[config.mk]
export PLATFORM = sky130hd
export DESIGN_NAME = macrocell_config_loader_flat
export DESIGN_NICKNAME = d
export VERILOG_FILES = /design/src/rtl/macrocell_config_loader_pkg.sv /design/src/rtl/macrocell_config_loader_if.sv /design/src/rtl/macrocell_field_select.sv /design/src/rtl/macrocell_config_loader.sv /design/src/flat_wrapper.sv
export SDC_FILE = /design/constraint.sdc
export NUM_CORES = 1
export LEC_CHECK = 0
export ABC_AREA = 0
export BUFFER_PORTS_ARGS = -buffer_cell sky130_fd_sc_hd__buf_2
export CAP_MARGIN = 20
export CORE_ASPECT_RATIO = 0.9
export CORE_UTILIZATION = 30
export DETAILED_ROUTE_END_ITERATION = 10
export MAX_ROUTING_LAYER = met4
export PLACE_DENSITY_LB_ADDON = 0.3
export SLEW_MARGIN = 20
export SYNTH_ARGS = -nofsm -noshare
export SYNTH_HDL_FRONTEND = slang
export SYNTH_SLANG_ARGS = --single-unit
[constraint.sdc]
create_clock -name clk -period 12.3 [get_ports clk]
set_clock_uncertainty 0.05 [all_clocks]
set_input_delay 0.615 -clock clk [delete_from_list [all_inputs] [get_ports clk]]
set_output_delay 0.615 -clock clk [all_outputs]
set_load 0.01 [all_outputs]
[src/rtl/macrocell_config_loader_pkg.sv]
// rtl/macrocell_config_loader_pkg.sv - shared bitstream package: load FSM encoding and size/index-width helpers
package macrocell_config_loader_pkg;

    // Load sequencer states; also used by the macrocell decoders.
    typedef enum logic [1:0] {
        ST_IDLE = 2'd0,
        ST_LOAD = 2'd1,
        ST_DONE = 2'd2
    } load_state_t;

    localparam int default_num_labs           = 2;
    localparam int default_macrocells_per_lab = 16;
    localparam int default_bits_per_macrocell = 13;

    // Total configuration bits for a device.
    function automatic int block_size(input int labs, input int mcs, input int bits);
        return labs * mcs * bits;
    endfunction

    // Width of a counter that must reach n inclusive.
    function automatic int count_width(input int n);
        return $clog2(n + 1);
    endfunction

    // Width of a selector for n items, never narrower than one bit.
    function automatic int sel_width(input int n);
        return (n > 1) ? $clog2(n) : 1;
    endfunction

endpackage

[src/rtl/macrocell_config_loader_if.sv]
// rtl/macrocell_config_loader_if.sv - serial configuration bit stream handshake
// Signals: bit_in (serial bit), bit_valid (bit_in valid), bit_ready (loader accepts this cycle).
// master = bit source, slave = loader.
interface macrocell_config_loader_if;
    logic bit_in;
    logic bit_valid;
    logic bit_ready;

    modport master (output bit_in, output bit_valid, input bit_ready);
    modport slave  (input bit_in, input bit_valid, output bit_ready);
endinterface

[src/rtl/macrocell_field_select.sv]
// rtl/macrocell_field_select.sv - registered per-macrocell field readout with selector range check
// Ports: clk, reset (async high), block (assembled configuration), sel_lab, sel_macrocell,
//        macrocell_bits (selected field, one-cycle latency), sel_error (selector out of range).
module macrocell_field_select
    import macrocell_config_loader_pkg::*;
#(
    parameter int num_labs           = default_num_labs,
    parameter int macrocells_per_lab = default_macrocells_per_lab,
    parameter int bits_per_macrocell = default_bits_per_macrocell
) (
    input  logic                                                                  clk,
    input  logic                                                                  reset,
    input  logic [block_size(num_labs, macrocells_per_lab, bits_per_macrocell)-1:0] block,
    input  logic [sel_width(num_labs)-1:0]                                        sel_lab,
    input  logic [sel_width(macrocells_per_lab)-1:0]                              sel_macrocell,
    output logic [bits_per_macrocell-1:0]                                         macrocell_bits,
    output logic                                                                  sel_error
);

    localparam int size_cb = block_size(num_labs, macrocells_per_lab, bits_per_macrocell);

    logic               in_range;
    logic [31:0]        base;
    logic [size_cb-1:0] shifted;

    // A shift rather than a variable part-select keeps out-of-range bases harmless;
    // the range check then zeroes whatever falls out.
    always_comb begin
        in_range = (int'(sel_lab) < num_labs) && (int'(sel_macrocell) < macrocells_per_lab);
        base     = (int'(sel_lab) * macrocells_per_lab + int'(sel_macrocell)) * bits_per_macrocell;
        shifted  = block >> base;
    end

    always_ff @(posedge clk or posedge reset) begin
        if (reset) begin
            macrocell_bits <= '0;
            sel_error      <= 1'b0;
        end else begin
            macrocell_bits <= in_range ? shifted[bits_per_macrocell-1:0] : '0;
            sel_error      <= !in_range;
        end
    end

endmodule

[src/rtl/macrocell_config_loader.sv]
// rtl/macrocell_config_loader.sv - serial loader assembling the macrocell configuration block
// Ports: clk, reset (async high), start, abort, bit_stream (slave: bit_in/bit_valid/bit_ready),
//        busy, done, bit_count, macrocell_configuration_block, sel_lab, sel_macrocell,
//        macrocell_bits, sel_error.
module macrocell_config_loader
    import macrocell_config_loader_pkg::*;
#(
    parameter int num_labs           = default_num_labs,
    parameter int macrocells_per_lab = default_macrocells_per_lab,
    parameter int bits_per_macrocell = default_bits_per_macrocell
) (
    input  logic                                clk,
    input  logic                                reset,
    input  logic                                start,
    input  logic                                abort,
    macrocell_config_loader_if.slave            bit_stream,
    output logic                                busy,
    output logic                                done,
    output logic [count_width(block_size(num_labs, macrocells_per_lab, bits_per_macrocell))-1:0] bit_count,
    output logic [block_size(num_labs, macrocells_per_lab, bits_per_macrocell)-1:0]             macrocell_configuration_block,
    input  logic [sel_width(num_labs)-1:0]           sel_lab,
    input  logic [sel_width(macrocells_per_lab)-1:0] sel_macrocell,
    output logic [bits_per_macrocell-1:0]            macrocell_bits,
    output logic                                     sel_error
);

    localparam int size_configuration_block = block_size(num_labs, macrocells_per_lab, bits_per_macrocell);
    localparam int count_w                  = count_width(size_configuration_block);
    localparam logic [count_w-1:0] last_index = count_w'(size_configuration_block - 1);

    load_state_t state_q;
    load_state_t state_d;
    logic        clear_block;
    logic        accept_bit;

    always_ff @(posedge clk or posedge reset) begin
        if (reset) begin
            state_q <= ST_IDLE;
        end else begin
            state_q <= state_d;
        end
    end

    always_comb begin
        state_d              = state_q;
        clear_block          = 1'b0;
        accept_bit           = 1'b0;
        busy                 = 1'b0;
        done                 = 1'b0;
        bit_stream.bit_ready = 1'b0;
        case (state_q)
            ST_IDLE: begin
                if (start) begin
                    state_d     = ST_LOAD;
                    clear_block = 1'b1;
                end
            end
            ST_LOAD: begin
                busy                 = 1'b1;
                bit_stream.bit_ready = 1'b1;
                // abort wins over a bit offered on the same edge
                if (abort) begin
                    state_d     = ST_IDLE;
                    clear_block = 1'b1;
                end else if (bit_stream.bit_valid) begin
                    accept_bit = 1'b1;
                    if (bit_count == last_index) begin
                        state_d = ST_DONE;
                    end
                end
            end
            ST_DONE: begin
                done = 1'b1;
                if (start) begin
                    state_d     = ST_LOAD;
                    clear_block = 1'b1;
                end
            end
            default: state_d = ST_IDLE;
        endcase
    end

    always_ff @(posedge clk or posedge reset) begin
        if (reset) begin
            bit_count                     <= '0;
            macrocell_configuration_block <= '0;
        end else if (clear_block) begin
            bit_count                     <= '0;
            macrocell_configuration_block <= '0;
        end else if (accept_bit) begin
            macrocell_configuration_block[bit_count] <= bit_stream.bit_in;
            bit_count                                <= bit_count + count_w'(1);
        end
    end

    macrocell_field_select #(
        .num_labs           (num_labs),
        .macrocells_per_lab (macrocells_per_lab),
        .bits_per_macrocell (bits_per_macrocell)
    ) u_field_select (
        .clk            (clk),
        .reset          (reset),
        .block          (macrocell_configuration_block),
        .sel_lab        (sel_lab),
        .sel_macrocell  (sel_macrocell),
        .macrocell_bits (macrocell_bits),
        .sel_error      (sel_error)
    );

endmodule

[src/flat_wrapper.sv]
// flat-port wrapper written by rule: the top's interface ports become plain ports
module macrocell_config_loader_flat import macrocell_config_loader_pkg::*;
#(
    parameter int num_labs           = default_num_labs,
    parameter int macrocells_per_lab = default_macrocells_per_lab,
    parameter int bits_per_macrocell = default_bits_per_macrocell
)
  (clk, reset, start, abort, busy, done, bit_count, macrocell_configuration_block, sel_lab, sel_macrocell, macrocell_bits, sel_error, bit_stream_bit_in, bit_stream_bit_valid, bit_stream_bit_ready);
  macrocell_config_loader_if bit_stream_i ();
  input  logic clk;
  input  logic reset;
  input  logic start;
  input  logic abort;
  output logic busy;
  output logic done;
  output logic [count_width(block_size(num_labs, macrocells_per_lab, bits_per_macrocell))-1:0] bit_count;
  output logic [block_size(num_labs, macrocells_per_lab, bits_per_macrocell)-1:0] macrocell_configuration_block;
  input  logic [sel_width(num_labs)-1:0] sel_lab;
  input  logic [sel_width(macrocells_per_lab)-1:0] sel_macrocell;
  output logic [bits_per_macrocell-1:0] macrocell_bits;
  output logic sel_error;
  input wire logic [$bits(bit_stream_i.bit_in)-1:0] bit_stream_bit_in;
  input wire logic [$bits(bit_stream_i.bit_valid)-1:0] bit_stream_bit_valid;
  output wire logic [$bits(bit_stream_i.bit_ready)-1:0] bit_stream_bit_ready;
  assign bit_stream_i.bit_in = bit_stream_bit_in;
  assign bit_stream_i.bit_valid = bit_stream_bit_valid;
  assign bit_stream_bit_ready = bit_stream_i.bit_ready;
  macrocell_config_loader #(.num_labs(num_labs), .macrocells_per_lab(macrocells_per_lab), .bits_per_macrocell(bits_per_macrocell)) u_core (.clk(clk), .reset(reset), .start(start), .abort(abort), .bit_stream(bit_stream_i), .busy(busy), .done(done), .bit_count(bit_count), .macrocell_configuration_block(macrocell_configuration_block), .sel_lab(sel_lab), .sel_macrocell(sel_macrocell), .macrocell_bits(macrocell_bits), .sel_error(sel_error));
endmodule
* Yosys cells after proc, flatten, opt, wreduce, memory -nomap -nowiden *
Index checks and enable logic that the tools add are counted.

storage, ports and cells
  register bits = 440
  input bits = 11
  logic and storage cells = 41

operators by class
  add/sub/neg operators = 2
  $mul = 1
  order comparisons = 2
  equality and inequality tests = 6
  shift operators = 1
  mux-type cells = 20
  reductions and logical operators = 5

operators with widths
  operator                                                                        count
  416-bit 2-to-1 mux                                                              2
  416-bit bitwise mux                                                             1
  416-bit by 10-bit >> shifter with 13-bit output                                 1
  9-bit 2-to-1 mux                                                                2
  9-bit by 10-bit less-than comparator with 1-bit output (second input constant)  1
  6-bit by 4-bit multiplier with 10-bit output (second input constant)            1
  9-bit by 1-bit adder with 9-bit output (second input constant)                  1
  1-bit demux with 9-bit select                                                   1
  9-bit equality test (second input constant)                                     1
  9-bit by 1-bit >= comparator with 1-bit output (second input constant)          1
  1-bit 2-to-1 mux                                                                8
  2-bit 2-to-1 mux                                                                4
  5-bit by 4-bit adder with 6-bit output                                          1
  2-bit one-hot mux with 2 select lines                                           1
  3-bit by 2-bit inequality test with 1-bit output (second input constant)        1
  3-bit inequality test (second input constant)                                   1
  3-bit AND reduction                                                             1
  2-bit by 1-bit equality test with 1-bit output (second input constant)          1
  2-bit equality test (second input constant)                                     1
  2-bit logical NOT                                                               1
  2-bit by 1-bit inequality test with 1-bit output (second input constant)        1
  1-bit one-hot mux with 2 select lines                                           1
  2-bit nonzero test                                                              1
  2-bit OR reduction                                                              1
  1-bit logical AND                                                               1

* Depth between registers and ports, before layout *
Gate-level depths: netlist of the first run.

  depth in word-level cells = 7
  depth in mapped cells = 8
  depth with buffers taken out = 6

* Hierarchy *
Synthesis of the first run repeated with hierarchy kept, for this count alone.

unflattened totals
  cells, all modules = 2568
  area, all modules = 26040.0 um^2

by module, submodules not included
  module                   instances  cells each  area each (um^2)  seq. area each (um^2)
  macrocell_config_loader  1          2091        21934.8           10685.2
  macrocell_field_select   1          477         4105.2            325.3

* Worst setup path before layout of the first run *
Ideal clock, no wire load.

  kind = input port to flip-flop
  from = in sel_macrocell[1]
  to = reg u_core.u_field_select.macrocell_bits[10]
  setup time = 0.129 ns
  data arrival time = 1.830 ns
  required time = 12.121 ns
  setup slack = 10.291 ns
  stages = 7
  path buffers = 3
  cell sequence = buf_2 > buf_2 > buf_2 > mux2i_1 > a22oi_1 > a31oi_1 > nand3_1

between the ends
  longest elaborated chain between the ends = 3

RTL lines
  element                                          RTL line                      RTL
  start, declared                                  flat_wrapper.sv:19            input logic [sel_width(macrocells_per_lab)-1:0] sel_macrocell;
  5-bit by 4-bit adder with 6-bit output           macrocell_field_select.sv:30  base = (int'(sel_lab) * macrocells_per_lab + int'(sel_macrocell)) * bits_per_macrocell;
  6-bit by 4-bit multiplier with 10-bit output     macrocell_field_select.sv:30
  416-bit by 10-bit >> shifter with 13-bit output  macrocell_field_select.sv:31  shifted = block >> base;
  via u_core.u_field_select.shifted[10]            macrocell_field_select.sv:24  logic [size_cb-1:0] shifted;
  end signal, assigned                             macrocell_field_select.sv:39  macrocell_bits <= in_range ? shifted[bits_per_macrocell-1:0] : '0;
  end, declared                                    macrocell_field_select.sv:16  output logic [bits_per_macrocell-1:0] macrocell_bits,

The timed path passes the listed nets, and every way through them passes these cells.
A chain may end at the register's enable or synchronous reset.

==> flow_summary.yaml, run 1 <==
outcome:
  status: "finished clean"
global_route:
  grt_pass1_vias: 20560
  grt_antenna_before_repair: 4
  grt_use_total_pct: 29.92
  grt_max_degree: 207
  grt_pass1_wl_um: 162300
  overflow: 0
detailed_routing:
  post_drt_wl_per_cell_um: 30.73
  highest_layer: "met4"
  wl_um: 113900
  route.met2.wl_um: 50930
  ant_nets: 0
  firstDrtPassIters: 6
  vias: 22180
  viasPerCell: 5.985
  wl_met1_um: 48170
  drc: 0
  drt_iter0_drc: 3052
  wl_met3_um: 10050
worst_setup_path:
  path_common_cell: "buf_4"
  critPathBufInv: 6
  critPathSlowestCell: "buf_4"
  r2r_setup_slack_ps: 9120
  required_ps: 12850
  cp_max_fo: 66
  r2r_end: "u_core.macrocell_configuration_block[275]$_DFFE_PP0P_"
  critPathMaxStageDelay_ps: 840
  crit_path_end_kind: "async pin"
  start_kind: "input port"
  r2r-start: "u_core.state_q[1]$_DFFE_PP0P_"
  path_class: "input port to async pin"
  critPathTopFamily: "buffers and inverters"
  crit_arrival_ps: 4120
  reg2reg_depth: 6
  cp_cell_sequence: "dlygate4sd3_1, buf_2, clkinvlp_4, buf_4, buf_4, buf_4"
floorplan:
  die_height_um: 262.5
  rows: 95
  die_x_um: 291.4
  coreArea_sq_um: 74650
  fp.dieArea_sq_um: 76480
  initial_core_util_pct: 30.29
  ios: 453
synth:
  synth_edf_count: 0
  synth-async-reset-ratio_pct: 100.0
  avgSynthCellArea_sq_um: 9.336
  ys_ff_latch: 440
  yosysWarnings: 0
  synth_cell_types: 48
  synthesis.area_sq_um: 22610
  syn_nets: 2437
  syn_inst: 2422
  netlist_top_cells_area: "dfrtp_1, mux2i_1, nand3_1, o21ai_0, a21oi_1"
  synth.largest_area_cell: "dfrtp_1"
  synth_top_area_share_pct: 48.69
  synthFlopType: "dfrtp_1"
  ys_seq_area_share_pct: 48.69
clocking:
  cts_inserted_buffers: 51
  clock_sinks: 440
  clock_latency_ps: 610
  cts_buffer_depth: 3
  htree_num_levels: 2
  cts.clk_slew.worst_paths_ps: 60
  post_cts_resized: 0
  clock-root-buffer: "clkbuf_16"
  cts_tree: "yes"
layout:
  nets: 2713
  synthToLayoutAreaGrowth_pct: 19.29
  mostFrequentLayoutCells: "buf_2, dfrtp_1, nand3_1, o21ai_0, mux2i_1"
  final.fill_count: 7680
  final_common_cell: "buf_2"
  multi_input_area_sq_um: 10440
  drive_gt1_share_pct: 22.16
  regArea_sq_um: 11010
flow_run:
  drv_cap: 0
hold_path:
  holdPathStages: 3
  hold_path_class: "input port to register"
  hp-start: "start"
  whs_endpoint: "u_core.state_q[1]$_DFFE_PP0P_"
placed_design:
  gp_congestion: 0.8890
  port_buffers: 451
  hpwlAfterDp_um: 76730
timing:
  finalCritPeriodShare_pct: 29.06
  fin_setup_tns_ps: 0
  rsz0062_at_grt: "no"
  max_freq_mhz: 279.8
  whs_ps: 282.6
  period_minus_slack_ps: 3574
  worst_slew_pin_slew_ps: 1260
  relSlewSlack_pct: 16.01
  hold_viol_final: 0
  finalSetupViolations: 0
  slew_violations: 0
power_and_ir_drop:
  leakage_uw: 0.01243
  p_per_area_nw_per_um2: 121.5
  ir_drop_mv: 0.09061
-- how the worst max path moves through the flow --
stage           from                                                     to  slack [ps]  cells after the start
3_3_place_gp   reset  u_core.macrocell_configuration_block[273]$_DFFE_PP0P_        8580                      5
5_1_grt        reset  u_core.macrocell_configuration_block[297]$_DFFE_PP0P_        8350                      6
3_5_place_dp   reset  u_core.macrocell_configuration_block[278]$_DFFE_PP0P_        8580                      5
2_1_floorplan  reset                        u_core.bit_count[0]$_DFFE_PP0P_        5690                      1
4_1_cts        reset  u_core.macrocell_configuration_block[298]$_DFFE_PP0P_        8660                      6
6_report       reset  u_core.macrocell_configuration_block[297]$_DFFE_PP0P_        8730                      6
-- power by group --
group          switching, uW  leakage [uW]  internal [uW]
Sequential              10.8       0.00613           1450
Clock                    649      0.000813            872
Combinational            235       0.00549           56.3
Total                    895        0.0124           2380
-- cell type report --
type	instances	area share [%]
Antenna cell	1	0.009277
Clock buffer	72	5.469
Clock inverter	18	0.5427
Inverter	5	0.08349
Multi-Input combinational cell	1701	38.71
Sequential cell	440	40.82
Tap cell	970	4.499
Timing Repair Buffer	499	9.866
-- state kept, by name, summed over array words and instances, names as in the netlist --
signal and count:
u_core.state_q 2, u_core.bit_count 9, u_core.u_field_select.macrocell_bits 13, u_core.macrocell_configuration_block 416
-- stage by stage --
step	util (%)	power (uW)	setup WS (ps)	instance area, sq um	cells
floorplan	-	1670	5690	22620	2422
global placement	33.95	1779	8577	25340	3614
detailed placement	33.95	1778	8582	25340	3614
CTS	36.13	3291	8663	26970	3705
global route	36.13	3359	8346	26970	3705
finish	36.14	3277	8726	26970	3706
-- worst reg2reg max path: stages (launching register included) --
cell	delay (ps)
dfrtp_1	410
and4bb_1	670
and3_1	1070
buf_4	470
nand2_1	120
nand3_1	120
o21ai_0	120
-- cells by family (layout without fill, tap and decap cells) --
logic type	Yosys count	in the layout	share of synthesized area (%)
fa+ha+maj	4	4	0.2213
mux	233	233	10.31
other cells	1	2	0.01658
simple gates	652	652	13.76
xor+xnor	6	6	0.2324
flops	440	440	48.69
buf+inv	281	594	5.450
compound gates	805	805	21.31
-- repair_timing --
action / 4_1_cts / 5_1_grt
hold endpoints to repair: 18 / 0
setup buffers: 0 / 0
hold buffers: 1 / 0
-- synth_stat cells, types with 4 or more instances --
cell	number
o211ai_1	104
buf_2	61
buf_6	8
o31ai_1	105
ha_1	4
and2_1	8
buf_1	17
nand2b_1	4
inv_1	5
nand4_1	19
clkbuf_1	177
nand2_1	170
buf_4	10
xor2_1	5
and3_1	5
nor2_1	85
mux2i_1	233
a22oi_1	52
nand3_1	316
o21ai_1	12
nor3_1	14
a31oi_1	14
a22o_1	26
dfrtp_1	440
a21oi_1	212
o21ai_0	276
nor2b_1	6
-- layer usage --
layer,track usage [%],up-vias
met5,-,-
met4,11.52,0
met3,4.719,192
met2,43.70,1381
met1,41.45,11200
li1,-,9408
Note: power is estimated with default switching activity, not from simulation.
==> run 2, diff against run 1 <==
==> constraint.sdc (replaced) <==
create_clock -name clk -period 3.3 [get_ports clk]
set_clock_uncertainty 0.05 [all_clocks]
set_input_delay 0.165 -clock clk [delete_from_list [all_inputs] [get_ports clk]]
set_output_delay 0.165 -clock clk [all_outputs]
set_load 0.01 [all_outputs]
==> run 2 against run 1 <==
Sequential power grew to 3.7 times the previous value; sequential share of layout area is 1.4 points lower; combinational power grew to 4.0 times the previous value; total power grew to 3.9 times the previous value; critical path depth is 1 lower; global-route usage hardly changed; die area stayed put; cell count is 2.5% higher; register-to-register slack worse by 8400 ps; flip-flop and latch count stayed put; routed wire length is 0.40% higher; critical endpoint is now u_core.macrocell_configuration_block[112]$_DFFE_PP0P_.
==> flow_summary.yaml, run 2 (synthesis gave the netlist of run 1 again) <==
timing:
  max_freq_mhz: 392.9
  worst_slew_pin_slew_ps: 1057
  finalSetupViolations: 0
  finalCritPeriodShare_pct: 77.13
  period_minus_slack_ps: 2545
  slew_violations: 0
  relSlewSlack_pct: 29.28
  whs_ps: 116.2
  rsz0062_at_grt: "no"
  hold_viol_final: 0
clocking:
  clock_sinks: 440
  cts_tree: "yes"
  cts_inserted_buffers: 51
  clock-root-buffer: "clkbuf_16"
  cts_buffer_depth: 3
  cts.clk_slew.worst_paths_ps: 60
  clock_latency_ps: 610
  post_cts_resized: 0
  htree_num_levels: 2
  cts_setup_buffers: 0
hold_path:
  hold_path_class: "input port to register"
placed_design:
  port_buffers: 451
  hpwlAfterDp_um: 79730
  post_dp_cell_area_sq_um: 26140
  gp_congestion: 0.9368
detailed_routing:
  ant_nets: 0
  viasPerCell: 5.952
  vias: 22600
  drt_iter0_drc: 2730
  drc: 0
  wl_um: 114400
  post_drt_wl_per_cell_um: 30.12
  firstDrtPassIters: 6
floorplan:
  die_x_um: 291.4
  initial_core_util_pct: 30.29
  rows: 95
  fp.dieArea_sq_um: 76480
  ios: 453
  coreArea_sq_um: 74650
  die_height_um: 262.5
global_route:
  grt_antenna_before_repair: 5
  grt_pass1_vias: 21230
  grt_max_degree: 207
  overflow: 0
  grt_pass1_wl_um: 163000
  grt_use_total_pct: 29.92
power_and_ir_drop:
  ir_drop_mv: 0.3608
  leakage_uw: 0.01298
  p_per_area_nw_per_um2: 455.5
layout:
  nets: 2801
  synthToLayoutAreaGrowth_pct: 23.62
  drive_gt1_share_pct: 24.29
  fin_area_sq_um: 27950
  largest_reg_flops: 416
  largest_register: "u_core.macrocell_configuration_block"
  final_util_pct: 37.45
  final_common_cell: "buf_2"
  reg_top3: "u_core.macrocell_configuration_block: 416 flops, u_core.u_field_select.macrocell_bits: 13 flops, u_core.bit_count: 9 flops"
  mostFrequentLayoutCells: "buf_2, dfrtp_1, nand3_1, o21ai_0, mux2i_1"
worst_setup_path:
  cp_max_fo: 17
  start_kind: "register"
  crit_path_end_kind: "register"
  required_ps: 3720
  path_class: "register to register"
  crit_arrival_ps: 2970
outcome:
  status: "finished clean"
flow_run:
  drv_cap: 0
## run 2: changes by cell type in the layout (fill, tap and decap cells not counted)
| cell | change |
|---|---|
| nand2_1 | +3 |
| clkbuf_1 | +2 |
| clkinv_2 | -8 |
| diode_2 | +2 |
| nand2_2 | -3 |
| inv_16 | +1 |
| bufinv_16 | +4 |
| clkbuf_8 | +2 |
| buf_4 | +70 |
| dlygate4sd3_1 | +4 |
| buf_12 | +14 |
## run 2: power by group
part	switching [uW]	total [uW]	leakage, uW	internal, uW
Clock	2480	6110	0.000865	3630
Sequential	38.9	5460	0.00613	5420
Combinational	888	1170	0.00598	281
Total	3410	12700	0.0130	9330
## run 2: critical path: stages (launching register included)
cell	delay (ps)
dfrtp_1	680
or3b_2	540
nor2_1	780
nand2_1	160
nand3_1	120
o21ai_0	80
## run 2: repair_timing
item                                    CTS  global route
hold buffers                              5             0
endpoints found under the hold margin    14             0
endpoints found under the setup margin    0             0
## run 2: metal layers
layer  track usage [%]  up-vias  part of all wire, %
li1                  -     9605                    -
met1             40.09    11470                   42
met2             43.75     1317                   45
met3             6.208      203                  9.2
met4             12.56        0                  4.5
met5                 -        -                    0
## run 2: layout make-up
cell class | count | area, sq um
Antenna cell | 3 | 7.507
Clock buffer | 76 | 1510
Clock inverter | 15 | 246.5
Fill cell | 7621 | 46690
Inverter | 5 | 22.52
Multi-Input combinational cell | 1701 | 10440
Sequential cell | 440 | 11010
Tap cell | 970 | 1214
Timing Repair Buffer | 587 | 3507
## run 2: final timing paths
path	startpoint	endpoint	slack (ps)	cells after the start
setup / recovery	u_core.bit_count[6]$_DFFE_PP0P_	u_core.macrocell_configuration_block[112]$_DFFE_PP0P_	750	5
hold / removal	sel_macrocell[3]	u_core.u_field_select.macrocell_bits[3]$_DFF_PP0_	120	4
setup reg to reg	u_core.bit_count[6]$_DFFE_PP0P_	u_core.macrocell_configuration_block[112]$_DFFE_PP0P_	750	5
hold reg to reg	u_core.macrocell_configuration_block[386]$_DFFE_PP0P_	u_core.macrocell_configuration_block[386]$_DFFE_PP0P_	470	2
max in group asynchronous	reset	u_core.macrocell_configuration_block[143]$_DFFE_PP0P_	1980	4
min in group asynchronous	reset	u_core.macrocell_configuration_block[90]$_DFFE_PP0P_	180	3
## run 2: metrics by stage
| stage | setup TNS, ps | power, uW | std cells | worst slack (ps) |
|---|---|---|---|---|
| after global routing | 0 | 13060 | 3797 | 634.3 |
| after global placement | 0 | 6705 | 3698 | 904.6 |
| after CTS | 0 | 12750 | 3794 | 816.3 |
| final | 0 | 12730 | 3797 | 754.7 |
| after detailed placement | 0 | 6701 | 3698 | 840.9 |
| after floorplan | -1258510 | 6225 | 2422 | -2860 |
